==> config.mk <==
export PLATFORM = sky130hd
export DESIGN_NAME = jpeg_zigzag_reader
export DESIGN_NICKNAME = d
export VERILOG_FILES = /design/src/rtl/jpeg_zigzag_reader.sv
export SDC_FILE = /design/constraint.sdc
export NUM_CORES = 2
export LEC_CHECK = 0
export CAP_MARGIN = 10
export CELL_PAD_IN_SITES_DETAIL_PLACEMENT = 0
export CELL_PAD_IN_SITES_GLOBAL_PLACEMENT = 1
export CORE_ASPECT_RATIO = 1.25
export CORE_MARGIN = 4
export CORE_UTILIZATION = 50
export CTS_BUF_LIST = sky130_fd_sc_hd__clkbuf_4 sky130_fd_sc_hd__clkbuf_8
export CTS_CLUSTER_DIAMETER = 60
export DETAILED_ROUTE_END_ITERATION = 6
export GPL_ROUTABILITY_DRIVEN = 0
export PLACE_DENSITY = 0.82
export SYNTH_ARGS = -nofsm -noshare
export SYNTH_HDL_FRONTEND = slang
export SYNTH_SLANG_ARGS = --single-unit
==> constraint.sdc <==
create_clock -name clk -period 10.4 [get_ports clk]
set_input_delay 2.08 -clock clk [delete_from_list [all_inputs] [get_ports clk]]
set_output_delay 2.08 -clock clk [all_outputs]
set_load 0.005 [all_outputs]
==> src/rtl/jpeg_zigzag_reader.sv <==
// jpeg_zigzag_reader: collects raster-order 8x8 DCT blocks into two ping-pong
// banks and replays each completed block in JPEG zig-zag order through a
// single registered output stage with valid/ready handshake.
module jpeg_zigzag_reader #(
  parameter int unsigned DW       = 12,
  parameter int unsigned ZZ_FIRST = 1
) (
  input  logic          clk,
  input  logic          rst,
  input  logic          ena,
  input  logic [DW-1:0] din,
  input  logic          din_en,
  output logic [DW-1:0] dout,
  output logic          dout_vld,
  input  logic          dout_rdy,
  output logic          dout_sob,
  output logic          dout_eob,
  output logic          ovf
);

  localparam int unsigned PW = 6;

  typedef enum logic [1:0] {
    B_EMPTY   = 2'd0,
    B_FILLING = 2'd1,
    B_FULL    = 2'd2,
    B_READING = 2'd3
  } bank_st_e;

  // Raster index of the n-th coefficient in zig-zag order.
  localparam logic [PW-1:0] ZZ [64] = '{
    6'd0,  6'd1,  6'd8,  6'd16, 6'd9,  6'd2,  6'd3,  6'd10,
    6'd17, 6'd24, 6'd32, 6'd25, 6'd18, 6'd11, 6'd4,  6'd5,
    6'd12, 6'd19, 6'd26, 6'd33, 6'd40, 6'd48, 6'd41, 6'd34,
    6'd27, 6'd20, 6'd13, 6'd6,  6'd7,  6'd14, 6'd21, 6'd28,
    6'd35, 6'd42, 6'd49, 6'd56, 6'd57, 6'd50, 6'd43, 6'd36,
    6'd29, 6'd22, 6'd15, 6'd23, 6'd30, 6'd37, 6'd44, 6'd51,
    6'd58, 6'd59, 6'd52, 6'd45, 6'd38, 6'd31, 6'd39, 6'd46,
    6'd53, 6'd60, 6'd61, 6'd54, 6'd47, 6'd55, 6'd62, 6'd63
  };

  logic [DW-1:0] mem_q [2][64];
  bank_st_e      bst_q [2];
  logic          wbank_q, rbank_q;
  logic [PW-1:0] wptr_q, rptr_q;
  logic [DW-1:0] dout_q;
  logic          dout_vld_q, dout_sob_q, dout_eob_q, ovf_q;

  logic          wr_ok, rd_avail, out_load;
  logic [PW-1:0] zz_idx;

  assign dout     = dout_q;
  assign dout_vld = dout_vld_q;
  assign dout_sob = dout_sob_q;
  assign dout_eob = dout_eob_q;
  assign ovf      = ovf_q;

  // Bank availability, output-stage load condition and zig-zag address.
  always_comb begin
    wr_ok    = (bst_q[wbank_q] == B_EMPTY) || (bst_q[wbank_q] == B_FILLING);
    rd_avail = (bst_q[rbank_q] == B_FULL) || (bst_q[rbank_q] == B_READING);
    out_load = !dout_vld_q || dout_rdy;
    zz_idx   = (ZZ_FIRST != 32'd0) ? ZZ[rptr_q] : ZZ[~rptr_q];
  end

  // Coefficient storage; contents deliberately survive reset.
  always_ff @(posedge clk) begin
    if (rst && ena && din_en && wr_ok) begin
      mem_q[wbank_q][wptr_q] <= din;
    end
  end

  // Bank state machines, pointers, overflow flag and registered output stage.
  always_ff @(posedge clk) begin
    if (!rst) begin
      bst_q[0]   <= B_EMPTY;
      bst_q[1]   <= B_EMPTY;
      wbank_q    <= 1'b0;
      rbank_q    <= 1'b0;
      wptr_q     <= '0;
      rptr_q     <= '0;
      dout_q     <= '0;
      dout_vld_q <= 1'b0;
      dout_sob_q <= 1'b0;
      dout_eob_q <= 1'b0;
      ovf_q      <= 1'b0;
    end else if (ena) begin
      // Write side: fill current bank, hand it over on wrap, else flag overflow.
      if (din_en) begin
        if (wr_ok) begin
          wptr_q <= PW'(wptr_q + 6'd1);
          if (wptr_q == 6'd63) begin
            bst_q[wbank_q] <= B_FULL;
            wbank_q        <= ~wbank_q;
          end else begin
            bst_q[wbank_q] <= B_FILLING;
          end
        end else begin
          ovf_q <= 1'b1;
        end
      end
      // Read side: fetch one zig-zag coefficient whenever the output can take it.
      if (out_load) begin
        if (rd_avail) begin
          dout_q     <= mem_q[rbank_q][zz_idx];
          dout_vld_q <= 1'b1;
          dout_sob_q <= (rptr_q == 6'd0);
          dout_eob_q <= (rptr_q == 6'd63);
          rptr_q     <= PW'(rptr_q + 6'd1);
          if (rptr_q == 6'd63) begin
            bst_q[rbank_q] <= B_EMPTY;
            rbank_q        <= ~rbank_q;
          end else begin
            bst_q[rbank_q] <= B_READING;
          end
        end else begin
          dout_vld_q <= 1'b0;
          dout_sob_q <= 1'b0;
          dout_eob_q <= 1'b0;
        end
      end
    end
  end

endmodule

After elaboration in Yosys (flattened, before gate mapping)
Memory sizes are Yosys's and may differ from the RTL's. A register that Yosys moved wholly into a read port is not among the register bits.
Index checks and enable logic that the tools add are counted.
{ "classes": {"n_addsub": 2, "magnitude_cmp": 4, "bitwise": 8, "reduce_logical": 18, "eq_ne": 5, "mux": 51} }
{ "ops": {"columns": ["op", "count"], "rows": [
  ["2-to-1 mux 768 bit", 1],
  ["binary-select mux 12 bit (select 6 bit)", 1],
  ["demux 12 bit (select 6 bit)", 1],
  ["2-to-1 mux 1 bit", 39],
  ["2-to-1 mux 12 bit", 3],
  ["greater-or-equal comparator 7 bit (second input constant)", 3],
  ["NOT 6 -> 7 bit", 3],
  ["adder 6 x 1 -> 6 bit (second input constant)", 2],
  ["equality test 6 bit (second input constant)", 2],
  ["2-to-1 mux 6 bit", 2],
  ["AND reduction 3 bit", 3],
  ["2-to-1 mux 2 bit", 4],
  ["AND reduction 4 bit", 2],
  ["< comparator 7 x 1 -> 1 bit (second input constant)", 1],
  ["logical NOT 6 bit", 1],
  ["equality test 2 bit (second input constant)", 2],
  ["logical AND 1 bit", 4],
  ["OR reduction 2 bit", 2],
  ["logical OR 1 bit", 3],
  ["NOT 1 bit", 3],
  ["equality test 2 x 1 -> 1 bit (second input constant)", 1],
  ["logical NOT 2 bit", 1],
  ["OR 1 bit", 2],
  ["AND reduction 2 bit", 1],
  ["logical NOT 1 bit", 1]
]} }
{ "word_totals": {"word_cells": 100, "ff_bits": 30, "input_bits": 17, "n_memories": 3, "ramBits": 1540, "rom_bits": 384} }
{ "memory_table": {"columns": ["memory", "depth", "width", "read_ports", "rd_ports_with_merged_regs", "write_ports", "line_no", "rtl"], "rows": [
  ["mem_q", 2, 768, 1, 1, 1, "42", "logic [DW-1:0] mem_q [2][64];"],
  ["(no name shown)", 64, 6, 1, 0, 0, "63", "zz_idx = (ZZ_FIRST != 32'd0) ? ZZ[rptr_q] : ZZ[~rptr_q];"],
  ["bst_q", 2, 2, 2, 2, 2, "43", "bank_st_e bst_q [2];"]
]} }

Logic depth before layout (Yosys ltp)
{ "depth": {"ltp_word": 10, "mapped_depth": 17, "ltp_nobuf": 12} }

Worst setup path before layout
OpenSTA, ideal clock, no wires.
{ "synth_path": {"kind": "input to register", "startpoint": "input port ena", "endpoint": "memory mem_q[0][384] in the netlist's numbering, enable pin", "setup_time_ps": 412, "path_stages": 4, "t_required_ps": 9988, "setup_slack_ps": 6193, "t_arrival_ps": 3794, "cell_sequence": "and3_1 clkbuf_1 nand2_1 nor4_1"} }
{ "synth_via": {"elab_chain_cells": 5} }
{ "synth_rtl": {"columns": ["item", "line_no", "rtl"], "rows": [
  ["start: declaration", "10", "input logic ena,"],
  ["logical AND 1 bit (3 in series)", "68", "if (rst && ena && din_en && wr_ok) begin"],
  ["2-to-1 mux 1 bit", "68", null],
  ["2-to-1 mux 768 bit (not written as such)", "69", "mem_q[wbank_q][wptr_q] <= din;"],
  ["end: declaration", "42", null]
]} }
Every way passes these cells.

Worst setup path in the final report
{ "layout_path": {"startpoint": "register rptr_q[0]", "endpoint": "register dout_q[4], in the netlist dout[4]"} }
{ "layout_via": {"elab_chain_cells": 8} }
{ "layout_rtl": {"columns": ["item", "line_no", "rtl"], "rows": [
  ["start: declaration", "45", "logic [PW-1:0] wptr_q, rptr_q;"],
  ["start signal: assignment", "109", "rptr_q <= PW'(rptr_q + 6'd1);"],
  ["NOT 6 -> 7 bit (not written as such)", "63", null],
  ["memory (64 x 6 bit)", null, null],
  ["2-to-1 mux 6 bit (not written as such) (2 in series)", "63", null],
  ["NOT 6 -> 7 bit (not written as such)", "105", "dout_q <= mem_q[rbank_q][zz_idx];"],
  ["binary-select mux 12 bit (select 6 bit)", "105", null],
  ["2-to-1 mux 12 bit (not written as such) (2 in series)", "105", null],
  ["end signal: assignment", "105", null],
  ["end: declaration", "46", "logic [DW-1:0] dout_q;"]
]} }
Every way passes these cells. The select of a mux whose other input is x is not followed.
A chain may end at the register's enable or synchronous reset.

==> metrics.md <==
| Metric | Value |
|---|---|
| Static Leak | `around 23 nW` |
| Hold endpoint | `ovf` |
| Skew final | `between 40 and 50 ps` |
| Synthesized net count | `approximately 4000` |
| Gr ovfl total | `0` |
| Fin worst setup slack | `3760 ps` |
| Worst Hold Path Cells | `1` |
| Pre-CTS setup slack | `roughly 3700 ps` |
| Final Setup Violations | `0` |
| Initial Util | `0.505` |
| Setup TNS | `0 ps` |
| Number of global-route vias before repair | `35600` |
| Number of synthesized flops with an enable pin | `roughly 1500` |
| Hold Path Class | `reg2reg` |
| Worst hold start | `ovf` |
| Top cell type's share of synthesized area | `0.739` |
| Worst reg2reg setup slack | `3760 ps` |
| Yosys warns | `0` |
| Worst-path cell chain | `inv_1 -> ha_1 -> nor4bb_1 -> a41o_1 -> a211oi_4 -> buf_4 -> or3_4 -> buf_4 -> buf_12 -> mux2i_1 -> o21ai_0 -> nor4_1 -> o32ai_1 -> a2111o_1` |
| Residual DRC | `3` |
| Sequential power share | `0.557` |
| Worst-Skew Late Latency | `around 940 ps` |
| Initial antenna violation count | `4` |
| Routed wire length | `161000 microns` |
| Tcrit/Tclk final | `0.639` |
| Chip Height | `403 microns` |
| Area contributors post-synth | `edfxtp_1, mux2i_1, mux4_2` |
| Gr usage total | `0.247` |
| Worst r2r path cells | `14` |
| Layout fillers | `~9400` |
| Reg area | `about 47000 sq um` |
| Worst Path Max Fanout | `160` |
| Synth area leader | `edfxtp_1` |
| Highest clock rate | `0.151 GHz` |
| Period minus WS final | `between 6000 and 7000 ps` |
| Failing checks | `DRC` |
| Hold Buf Count CTS | `0` |
| Cell with the most instances after synthesis | `edfxtp_1` |
| IO Count | `33` |
| Slew HR | `0.128` |
| Netlist Area Pre-Place | `roughly 62000 sq um` |
| Crit. End Element | `flip-flop` |
| First-pass GRT wire length | `237000 microns` |
| Post-DP HPWL | `95300 microns` |
| Core Region | `approximately 120000 sq um` |
| Max VDD drop | `162 uV` |
| Max H-tree Level | `4` |
| Post-CTS setup buffer count | `0` |
| Die Width | `between 300 and 400 microns` |
| Hold Violations, Final | `0` |
| Fraction of layout cells with a size suffix above 1 | `0.167` |
| Footprint of the multi-input gates | `~14000 sq um` |
| Clock-pin slew on the worst setup and hold paths | `about 60 ps` |
| Syn_area_per_cell | `around 16 sq um` |
| Top FF cell, synth | `edfxtp_1` |
| Area Overhead vs Synth | `11.5%` |
| Clock Tree Root | `clkbuf_8` |
| Die ar. | `around 130000 sq um` |
| Crit-path max cell delay | `~900 ps` |
| Crit start category | `flip-flop` |
| Crit Path Category | `reg2reg` |
| Critical path's slowest cell | `nor4_1` |
| Port Buffers | `32` |
| R2r endpoint | `dout[4]` |
| Switching power share of the total | `0.224` |
| Initial drt markers | `between 4000 and 5000` |
| Post-synth ARST share | `0` |
| Slew Viols, Final | `0` |
| Post-synthesis sequential area ratio | `0.749` |
| #FFs+latches synth | `between 1500 and 2000` |
| Via count | `approximately 36000` |
| R2r startpoint | `rptr_q[0]` |
| Number of clock sinks | `1570` |
| Largest net degree at the start of global routing | `about 160` |
| Pre-antenna DRT Iters | `7` |
| FP Rows | `144` |
| Routed vias/inst | `6.10` |
| Status | `complete, but fails checks` |
| Clock tree from TritonCTS | `built` |
| Clock Tree Buf Depth | `3` |
| Final net count | `between 4000 and 5000` |
| Switching power | `0.00279 W` |
| Comb power frac | `0.061` |
| Gate Count Post-Synth | `3961` |
| Most frequent cells after synthesis | `edfxtp_1, nand2_1, a21oi_1` |
| Slew @ Worst Pin | `~1300 ps` |
| Max Cap Viol | `0` |
| Worst Path Arrival | `about 7400 ps` |
| CTS buffer count | `~220` |
| Final design utilization | `0.563` |
| Post_cts resized | `0` |
| Post-route ant nets | `0` |
| Distinct cells, synth | `between 60 and 70` |
| RSZ-0062 raised after global routing | `no` |
| Internal power | `approximately 0.0097 W` |
| Worst Path Required | `around 11000 ps` |
| Clk pwr share | `0.381` |
| Wirelength per Cell | `27.2 microns` |
| PD cells | `between 150 and 200 nW/um^2` |
| Top cell by count, worst path | `buf_4` |
layout make-up:
class / count / share of cell area
clock inverter: 91 / 0.00820
multi-input combinational: 1993 / 0.203
inverter: 147 / 0.00792
tap: 1606 / 0.0288
clock buffer: 316 / 0.0551
sequential: 1570 / 0.672
antenna: 3 / 0.000108
timing repair buffer: 216 / 0.0247
power by group through the flow:
stage / Combinational [W] / Clock, W / Sequential (W)
global route: 0.000818 / 0.00513 / 0.00695
global placement: 0.000750 / 0 / 0.00709
detailed placement: 0.000761 / 0 / 0.00709
finish: 0.000766 / 0.00476 / 0.00696
floorplan: 0.000489 / 0 / 0.00709
CTS: 0.000762 / 0.00482 / 0.00696
metal layers:
metal	vias to the layer above	wire, microns	share of wire	global-route usage
met4	0	8170	0.051	0.119
met3	367	14500	0.090	0.0500
li1	15800	-	-	-
met5	-	0	0	0
met1	18300	59500	0.37	0.319
met2	1884	79300	0.49	0.402
placed cells by master (no fill, tap or decap), types with 13 or more instances in the layout:
cell / Yosys / layout
mux2i_1: 239 / 239
clkbuf_8: 0 / 235
clkinv_1: 0 / 51
clkinv_2: 0 / 21
inv_1: 147 / 147
nand2_1: 514 / 512
and2_1: 16 / 14
nand3_1: 22 / 22
o21ai_0: 52 / 50
o22ai_1: 96 / 96
nor4_1: 84 / 82
clkbuf_4: 0 / 81
o41ai_1: 35 / 30
o22a_1: 13 / 13
a21oi_1: 240 / 240
edfxtp_1: 1538 / 1538
mux2_2: 26 / 26
nor2b_1: 17 / 17
clkdlybuf4s50_1: 0 / 19
nor4b_1: 72 / 72
a211oi_1: 73 / 72
ha_1: 16 / 16
mux4_2: 104 / 104
a22o_1: 24 / 24
a2111oi_0: 35 / 35
and3_1: 18 / 17
nor2_1: 149 / 135
dfxtp_1: 32 / 31
nor2_2: 0 / 13
nor3_1: 34 / 31
buf_4: 7 / 180
critical path: cells and delay by family (launching register included):
family / cells / cell delay, ps
AO/OA/AOI/OAI: 5 / 1550
flip-flops: 1 / 650
multiplexers: 1 / 300
adder cells (fa/ha/maj): 1 / 510
AND/OR/NAND/NOR: 3 / 1570
buffers and inverters: 4 / 1830
sequential cells by signal (all words and copies together) (netlist names), named ones only:
register and flops:
mem_q 1536, dout 12, rptr_q 6, wptr_q 6, bst_q 2, dout_eob 1, dout_sob 1, dout_vld 1
ovf 1, rbank_q 1, wbank_q 1
through the flow:
step           std cells  hold slack (ps)  power, W  cell area (sq um)
2_1_floorplan       3961              464   0.00758              62500
3_3_place_gp        5516              453   0.00784              65100
3_5_place_dp        5523              462   0.00785              65200
4_1_cts             5930              478    0.0125              69600
5_1_grt             5941              515    0.0129              69700
6_report            5942              469    0.0125              69700
cells by family after synthesis:
group / Yosys count / synth area share
simple gates: 962 / 0.0719
flops: 1570 / 0.749
compound gates: 633 / 0.0663
xor+xnor: 11 / 0.00154
buf+inv: 398 / 0.0270
mux: 371 / 0.0809
fa+ha+maj: 16 / 0.00320
worst max-delay path by stage:
stage | start | end | slack, ps | depth (start not counted)
detailed placement | ena | dout[7] | 3730 | 10
global route | rptr_q[0] | dout[4] | 3450 | 14
global placement | rptr_q[0] | dout[9] | 3610 | 13
finish | rptr_q[0] | dout[4] | 3760 | 14
floorplan | ena | mem_q[0][384] | 6190 | 4
CTS | rptr_q[0] | dout[4] | 3810 | 14
(Power assumes the default switching activity.)
